## src/rtl/conv_result_collector.sv

```systemverilog
// Captures convolver results, rescales/saturates them, tags each with its row-major
// output address and queues {addr,data} for a valid/ready consumer. Optional RELU_EN macro.
module conv_result_collector #(
  parameter  int DATA_WIDTH  = 16,
  parameter  int IN_WIDTH    = 32,
  parameter  int FRAC_BITS   = 8,
  parameter  int IMAGE_SIZE  = 28,
  parameter  int KERNEL_SIZE = 5,
  parameter  int FIFO_DEPTH  = 4,
  localparam int OUT_SIZE    = IMAGE_SIZE - KERNEL_SIZE + 1,
  localparam int ADDR_W      = $clog2(OUT_SIZE * OUT_SIZE)
) (
  input  logic                  clk,
  input  logic                  rstn,
  input  logic                  enable,
  input  logic [IN_WIDTH-1:0]   conv_in,
  output logic [DATA_WIDTH-1:0] out_data,
  output logic [ADDR_W-1:0]     out_addr,
  output logic                  out_valid,
  input  logic                  out_ready,
  output logic                  frame_done,
  output logic                  overflow
);

  localparam int PTR_W   = $clog2(FIFO_DEPTH);
  localparam int CNT_W   = PTR_W + 1;
  localparam int ENTRY_W = ADDR_W + DATA_WIDTH;

  localparam logic [ADDR_W-1:0] ADDR_LAST = ADDR_W'(OUT_SIZE * OUT_SIZE - 1);
  localparam logic [ADDR_W-1:0] ADDR_ONE  = ADDR_W'(1);
  localparam logic [PTR_W-1:0]  PTR_ONE   = PTR_W'(1);
  localparam logic [CNT_W-1:0]  CNT_ONE   = CNT_W'(1);
  localparam logic [CNT_W-1:0]  CNT_FULL  = CNT_W'(FIFO_DEPTH);

  localparam logic signed [IN_WIDTH-1:0] SAT_MAX =
    {{(IN_WIDTH-DATA_WIDTH+1){1'b0}}, {(DATA_WIDTH-1){1'b1}}};
  localparam logic signed [IN_WIDTH-1:0] SAT_MIN =
    {{(IN_WIDTH-DATA_WIDTH+1){1'b1}}, {(DATA_WIDTH-1){1'b0}}};

  logic [ADDR_W-1:0]  addr_q, addr_d;
  logic [PTR_W-1:0]   wr_ptr_q, wr_ptr_d;
  logic [PTR_W-1:0]   rd_ptr_q, rd_ptr_d;
  logic [CNT_W-1:0]   count_q, count_d;
  logic               frame_done_q, frame_done_d;
  logic               overflow_q, overflow_d;
  logic [ENTRY_W-1:0] mem_q [FIFO_DEPTH];

  logic signed [IN_WIDTH-1:0] shifted;
  logic signed [IN_WIDTH-1:0] clipped_in;
  logic [DATA_WIDTH-1:0]      sample;
  logic [ENTRY_W-1:0]         head;
  logic                       full, pop, push_ok, drop;

  always_comb begin
    shifted = $signed(conv_in) >>> FRAC_BITS;
`ifdef RELU_EN
    clipped_in = shifted[IN_WIDTH-1] ? '0 : shifted;
`else
    clipped_in = shifted;
`endif
    if (clipped_in > SAT_MAX)      sample = SAT_MAX[DATA_WIDTH-1:0];
    else if (clipped_in < SAT_MIN) sample = SAT_MIN[DATA_WIDTH-1:0];
    else                           sample = clipped_in[DATA_WIDTH-1:0];
  end

  assign full    = (count_q == CNT_FULL);
  assign pop     = out_valid & out_ready;
  // A pop in the same cycle frees the slot, so a full queue still accepts.
  assign push_ok = enable & (~full | pop);
  assign drop    = enable & full & ~pop;

  always_comb begin
    addr_d       = addr_q;
    wr_ptr_d     = wr_ptr_q;
    rd_ptr_d     = rd_ptr_q;
    count_d      = count_q;
    frame_done_d = 1'b0;
    overflow_d   = overflow_q | drop;
    // Position follows the stream even for dropped samples.
    if (enable) begin
      addr_d       = (addr_q == ADDR_LAST) ? '0 : addr_q + ADDR_ONE;
      frame_done_d = (addr_q == ADDR_LAST);
    end
    if (push_ok) wr_ptr_d = wr_ptr_q + PTR_ONE;
    if (pop)     rd_ptr_d = rd_ptr_q + PTR_ONE;
    case ({push_ok, pop})
      2'b10:   count_d = count_q + CNT_ONE;
      2'b01:   count_d = count_q - CNT_ONE;
      default: count_d = count_q;
    endcase
  end

  always_ff @(posedge clk or negedge rstn) begin
    if (!rstn) begin
      addr_q       <= '0;
      wr_ptr_q     <= '0;
      rd_ptr_q     <= '0;
      count_q      <= '0;
      frame_done_q <= 1'b0;
      overflow_q   <= 1'b0;
    end else begin
      addr_q       <= addr_d;
      wr_ptr_q     <= wr_ptr_d;
      rd_ptr_q     <= rd_ptr_d;
      count_q      <= count_d;
      frame_done_q <= frame_done_d;
      overflow_q   <= overflow_d;
    end
  end

  always_ff @(posedge clk) begin
    if (push_ok) mem_q[wr_ptr_q] <= {addr_q, sample};
  end

  // Gate the head so outputs read zero whenever the queue is empty.
  assign head       = mem_q[rd_ptr_q];
  assign out_valid  = (count_q != '0);
  assign out_data   = out_valid ? head[DATA_WIDTH-1:0] : '0;
  assign out_addr   = out_valid ? head[ENTRY_W-1:DATA_WIDTH] : '0;
  assign frame_done = frame_done_q;
  assign overflow   = overflow_q;

endmodule

```

## config.mk

```make
export PLATFORM = sky130hd
export DESIGN_NAME = conv_result_collector
export DESIGN_NICKNAME = d
export VERILOG_FILES = /design/src/rtl/conv_result_collector.sv
export SDC_FILE = /design/constraint.sdc
export NUM_CORES = 1
export LEC_CHECK = 0
export CAP_MARGIN = 25
export CORE_UTILIZATION = 35
export DETAILED_ROUTE_END_ITERATION = 8
export GPL_ROUTABILITY_DRIVEN = 0
export PLACE_DENSITY_LB_ADDON = 0.3
export SLEW_MARGIN = 5
export SYNTH_ARGS = -nofsm -noshare
export SYNTH_HDL_FRONTEND = slang
export SYNTH_SLANG_ARGS = --single-unit
```

## constraint.sdc

```tcl
create_clock -name clk -period 2.75 [get_ports clk]
set_clock_uncertainty 0.05 [all_clocks]
set_input_delay 0.275 -clock clk [delete_from_list [all_inputs] [get_ports clk]]
set_output_delay 0.275 -clock clk [all_outputs]
set_load 0.005 [all_outputs]
```

* After elaboration in Yosys (flattened, before gate mapping)
Memories as Yosys holds them, arrays and structs flattened.
Index checks and enable logic that the tools add are counted.
** Word-level totals
- Bits in registers :: 19
- Bits in latches :: 0
- RAM bits :: 104
- Bits in read-only memories :: 0
- Bits of input ports :: 36
- Logic and storage cells :: 37
- Memories kept :: 1
** Cells by class
- $add $sub $neg :: 5
- Multipliers :: 0
- Div/mod/pow operators :: 0
- Magnitude comparators :: 2
- Eq/ne operators :: 4
- Shift-type cells :: 0
- Mux-type cells :: 9
- Bitwise logic cells :: 8
- Reductions and logical operators :: 2
** Memory list
- mem_q :: depth 4, width 26, rd ports 1, clocked after memory_dff 0, write ports 1, RTL line 46 : logic [ENTRY_W-1:0] mem_q [FIFO_DEPTH];
** Operators by type and width (count)
- 16-bit two-way mux :: 3
- 24-bit by 16-bit > comparator with 1-bit output (second input constant) :: 1
- 24-bit by 16-bit < comparator with 1-bit output (second input constant) :: 1
- 10-bit two-way mux :: 2
- 10-bit by 1-bit adder with 10-bit output (second input constant) :: 1
- 10-bit equality test (second input constant) :: 1
- 3-bit one-hot mux with 2 select lines :: 1
- 2-bit by 1-bit adder with 2-bit output (second input constant) :: 2
- 1-bit bitwise AND :: 4
- 3-bit by 1-bit adder with 3-bit output (second input constant) :: 1
- 3-bit equality test (second input constant) :: 1
- 1-bit two-way mux :: 3
- 3-bit nonzero test :: 1
- 3-bit by 1-bit subtractor with 3-bit output (second input constant) :: 1
- 2-bit by 1-bit equality test with 1-bit output (second input constant) :: 1
- 2-bit equality test (second input constant) :: 1
- 1-bit inverter :: 2
- 1-bit bitwise OR :: 2
- 2-bit nonzero test :: 1

* Longest topological paths before layout
- Depth after elaboration :: 6
- Depth in mapped cells :: 9
- Depth with buffers taken out :: 9

* Least setup slack after synthesis
Ideal clock, no wire load.
- Kind :: register to register
- From :: register count_q[0]
- To :: register count_q[2]
- Arrival :: 1.850 ns
- Required time :: 2.575 ns
- Setup slack :: 0.725 ns
- Cell stages (with the launch flop) :: 10
- Clock period less this slack :: 2.025 ns
- Path through :: dfrtp_1 -> or3_1 -> buf_2 -> and2_1 -> ha_1 -> inv_1 -> fa_1 -> xor2_1 -> nor2_1 -> xor2_1
** Between the ends
- Word-level cells in the longest chain between the ends :: 6
- Elaborated cells on any way between the ends :: 12
- Those cells by class :: add/sub (2); eq/ne (3); mux (1); bitwise (4); reduce/logical (2)
** Ends and longest elaborated chain
- start: declaration :: RTL line 43 : logic [CNT_W-1:0] count_q, count_d;
- start signal: assignment :: RTL line 105 : count_q <= count_d;
- 3-bit nonzero test / 3-bit equality test (equally long branches) :: RTL line 117, 66
- 1-bit bitwise AND / 1-bit inverter (equally long branches) :: RTL line 67, 69
- 1-bit bitwise OR :: RTL line 69 : assign push_ok = enable & (~full | pop);
- 1-bit bitwise AND :: RTL line 69
- 2-bit by 1-bit equality test with 1-bit output / 2-bit equality test (equally long branches) :: RTL line 86 : case ({push_ok, pop})
- 3-bit one-hot mux with 2 select lines / 2-bit nonzero test (equally long branches)
Several ways; a longest one is shown, not always the timed one.
A chain may end at the register's enable or synchronous reset.

* Final worst setup path
- From :: register rd_ptr_q[0]
- To :: output out_data[15]
** Between the ends
- Word-level cells in the longest chain between the ends :: 2
** Ends and longest elaborated chain
- start: declaration :: RTL line 42 : logic [PTR_W-1:0] rd_ptr_q, rd_ptr_d;
- start signal: assignment :: RTL line 104 : rd_ptr_q <= rd_ptr_d;
- memory read 4 x 26 bit
- 16-bit two-way mux :: RTL line 118 : assign out_data = out_valid ? head[DATA_WIDTH-1:0] : '0;
- end: declaration :: RTL line 17 : output logic [DATA_WIDTH-1:0] out_data,
Every way passes these cells.

==> results.txt <==
The deepest clock path buffer count came out at 2. The final-report max-slew violation count is 0, and the area added between synthesis and finish is 27.91%. After detailed routing, the number of vias per cell comes to 5.053.

CTS placed an instance of sky130_fd_sc_hd__clkbuf_16 at the clock tree root. The detail route stage leaves a number of antenna-violating nets equal to 0. The first routing iteration left 171 violations.

During placement, the flow inserted port buffers numbering 56. The final-layout setup total negative slack is 0 ps. The critical path is of the reg2out type. The critical-path cell with the highest stage delay is sky130_fd_sc_hd__dfrtp_4. From bottom edge to top edge, the die measures 123.9 um. Synthesized flop and latch total: 123. The I/O pin count is 65, and the initial core utilization is 35.78%. After technology mapping, the gate count stands at 293. The floorplan has 44 rows.

Counting flops with a built-in enable in the synthesized netlist gives 104. IR analysis of the VDD net gives a maximum drop of 0.5352 mV. The clock slew seen by the registers of the worst setup and hold paths is 50 ps, and the maximum number of pins on one net before global-route repair is 29.

After legalization and detailed placement, the total HPWL measured 6034 um. The routed layout has 2845 vias. Among cell families on the critical path, the largest total delay comes from buffers and inverters. The share of total power in combinational logic is 33.2%.

The clock share of power was 27.6%; the synthesized area divided by synthesized cell count was 17.75 um2. The detailed-router iteration count before antenna repair was 4; the total routing usage reported by global routing was 14.29%. For flop-to-flop paths, the worst setup slack is 600 ps.

Sorting the synthesized cells by area gives the leading types as sky130_fd_sc_hd__edfxtp_1 (60%), sky130_fd_sc_hd__mux4_2 (11%), sky130_fd_sc_hd__dfrtp_1 (9.1%). The tools report the number of antenna violations at the first check in global routing as 0. TritonCTS built the clock tree.

For the count of yosys warnings during synthesis, the log shows 0. Data on the critical path is required at its endpoint by 2420 ps. CTS saw 123 sinks. The share of the synthesized area in the top cell type is 60.06%. The region available for standard cell placement spans 14530 um2. For the worst-skew pair, the clock arrives at the later sink with an insertion delay of 400 ps. The number of unique standard cell types used by synthesis was 37; the internal cell power was 5.260 mW.

The post-layout minimum cycle time works out to 2607 ps. The number of diodes added for antenna fixing came out at 0. The overall die width works out to 123.9 um.

The number of nets in the synthesized netlist is 336. Total power for the finished layout comes to 7.212 mW. The analysis attributes to net switching a power of 1.952 mW.

The fraction of layout instances using a drive strength above 1 works out to 20.32%. Setup repair after global routing left no endpoint under its margin. After detailed routing, the average wire length per cell comes to 17.55 um. The run gives 2.307 nW as the leakage power summed over all cells. The share of flip-flops with an asynchronous set or reset came out at 15.45%.

For the via count of the first global-routing pass, the log shows 2884. Data on the critical path arrives at its endpoint at 2280 ps. The final hold violation count was 0. Sequential cells were found to cover 69.20% of the synthesized design area. The total buffers and inverters traversed by the critical path works out to 2. The flow ran to the end, and the final reports show no timing, DRC or antenna violations.

Most common cell after layout, fill and taps aside: sky130_fd_sc_hd__edfxtp_1. The fill cell instance count of the final layout was 1269. The tools report the type of origin of the critical path as a flop. Largest area contributor in the netlist: sky130_fd_sc_hd__edfxtp_1. The H-tree was split into 4 levels.

At the pin with the least slew margin, the transition time is 730.9 ps. The die covers 15350 um2. The period utilization is 94.81%, and the worst slew margin relative to its limit is 51.12%. Clock tree synthesis inserted a total of 17 buffers. The largest incremental delay on the critical path works out to 530 ps.

Global routing finished with a remaining overflow of 0. The synthesized cell area was 5200 um2; the top fanout value on the critical path was 9. In the layout the commonest cells are sky130_fd_sc_hd__edfxtp_1 (104), sky130_fd_sc_hd__clkdlybuf4s50_1 (56), sky130_fd_sc_hd__and2_1 (31).

For this run, the post-layout net count is 410. In this run the power density over the cells is 1084 nW/um2. The routed wire length was 9878 um; the part of the total power dissipated in sequential elements was 39.2%.

For the wire length of the first global-routing pass, the log shows 15520 um. The critical path goes through buf_4, mux4_2, and2_1, clkdlybuf4s50_1. In this run switching power makes up 27.06% of total power. The post-detailed-route DRC marker count is 0. Based on the critical path, the design can be clocked at up to 0.3835 GHz.

Setup violations remaining at the end of the flow were counted as 0. The most instantiated flip-flop cell in the synthesis netlist is sky130_fd_sc_hd__edfxtp_1. Max-cap violations in this run came to 0. STA classifies the critical path endpoint as an output port. The min-delay analysis places its worst path in the category reg2reg.
-- logic make-up after synthesis --
group                    count (synthesis)  synth area share, %
flip-flops                             123                69.20
buffers and inverters                   26                2.527
AND/OR/NAND/NOR                         73                8.951
XOR/XNOR                                11                1.853
adder cells (fa/ha/maj)                  7                1.829
multiplexers                            30                12.08
AO/OA/AOI/OAI                           23                3.561
-- power groups by stage --
stage	registers [mW]	clock network, mW	logic (mW)
2_1_floorplan	2.74	0	1.34
3_3_place_gp	2.87	0	2.34
3_5_place_dp	2.90	0	2.36
4_1_cts	2.87	2.03	2.37
5_1_grt	2.88	2.12	2.66
6_report	2.83	1.99	2.40
-- per-layer routing --
metal  global-route usage (%)  wire [um]
met5                        0          0
met1                    17.99       4352
met3                    5.311        500
met4                    4.018         57
met2                    23.09       4968
-- flip-flops by register name, indices dropped and copies added, names as in the netlist --
| name | cells |
|---|---|
| count_q | 3 |
| rd_ptr_q | 2 |
| addr_q | 10 |
| overflow | 1 |
| mem_q | 104 |
| wr_ptr_q | 2 |
| frame_done | 1 |
-- worst paths after layout --
path,from,end,cells past startpoint
max in group asynchronous,rstn,rd_ptr_q[0],3
worst min-delay path,overflow,overflow,1
worst min register to register,overflow,overflow,1
min in group asynchronous,rstn,frame_done,2
worst max register to register,count_q[0],count_q[2],9
worst max-delay path,rd_ptr_q[0],out_data[15],4
-- layout make-up --
cell class | count | area (um2) | area share, %
Multi-Input combinational cell | 144 | 1470 | 22.10
Tap cell | 184 | 230.2 | 3.461
Inverter | 8 | 30.03 | 0.4515
Clock buffer | 23 | 457.9 | 6.885
Sequential cell | 123 | 3602 | 54.16
Clock inverter | 8 | 75.07 | 1.129
Timing Repair Buffer | 73 | 785.8 | 11.81
-- synth_stat cells (3+ instances only) --
cell	instances
sky130_fd_sc_hd__edfxtp_1	104
sky130_fd_sc_hd__and2_1	31
sky130_fd_sc_hd__mux4_2	26
sky130_fd_sc_hd__dfrtp_1	19
sky130_fd_sc_hd__nand3_1	18
sky130_fd_sc_hd__a2bb2oi_1	15
sky130_fd_sc_hd__clkbuf_1	8
sky130_fd_sc_hd__inv_1	8
sky130_fd_sc_hd__buf_2	6
sky130_fd_sc_hd__ha_1	6
sky130_fd_sc_hd__nand2_1	6
sky130_fd_sc_hd__xor2_1	6
sky130_fd_sc_hd__xnor2_1	5
sky130_fd_sc_hd__buf_6	3
sky130_fd_sc_hd__o31ai_1	3
-- repair_timing --
item / in CTS / in global routing
pin swaps: 0 / 0
buffers inserted: 0 / 5
hold buffers: 0 / 1
gates resized for setup: 1 / 0
setup endpoints to repair: 17 / 17
hold endpoints to repair: 0 / 1
-- stage by stage --
stage               instances  util [%]  hold WS [ps]  setup WS [ps]  area, um2
floorplan                 293         -        -70.59          724.9       5200
global placement          525     41.65         393.6          307.0       6053
detailed placement        525     41.65         399.2          259.5       6053
CTS                       556     45.33         352.2          9.282       6589
global route              563     45.76         437.3          60.70       6651
finish                    563     45.76         408.9          142.8       6651
Power figures use the tool's default switching activity.
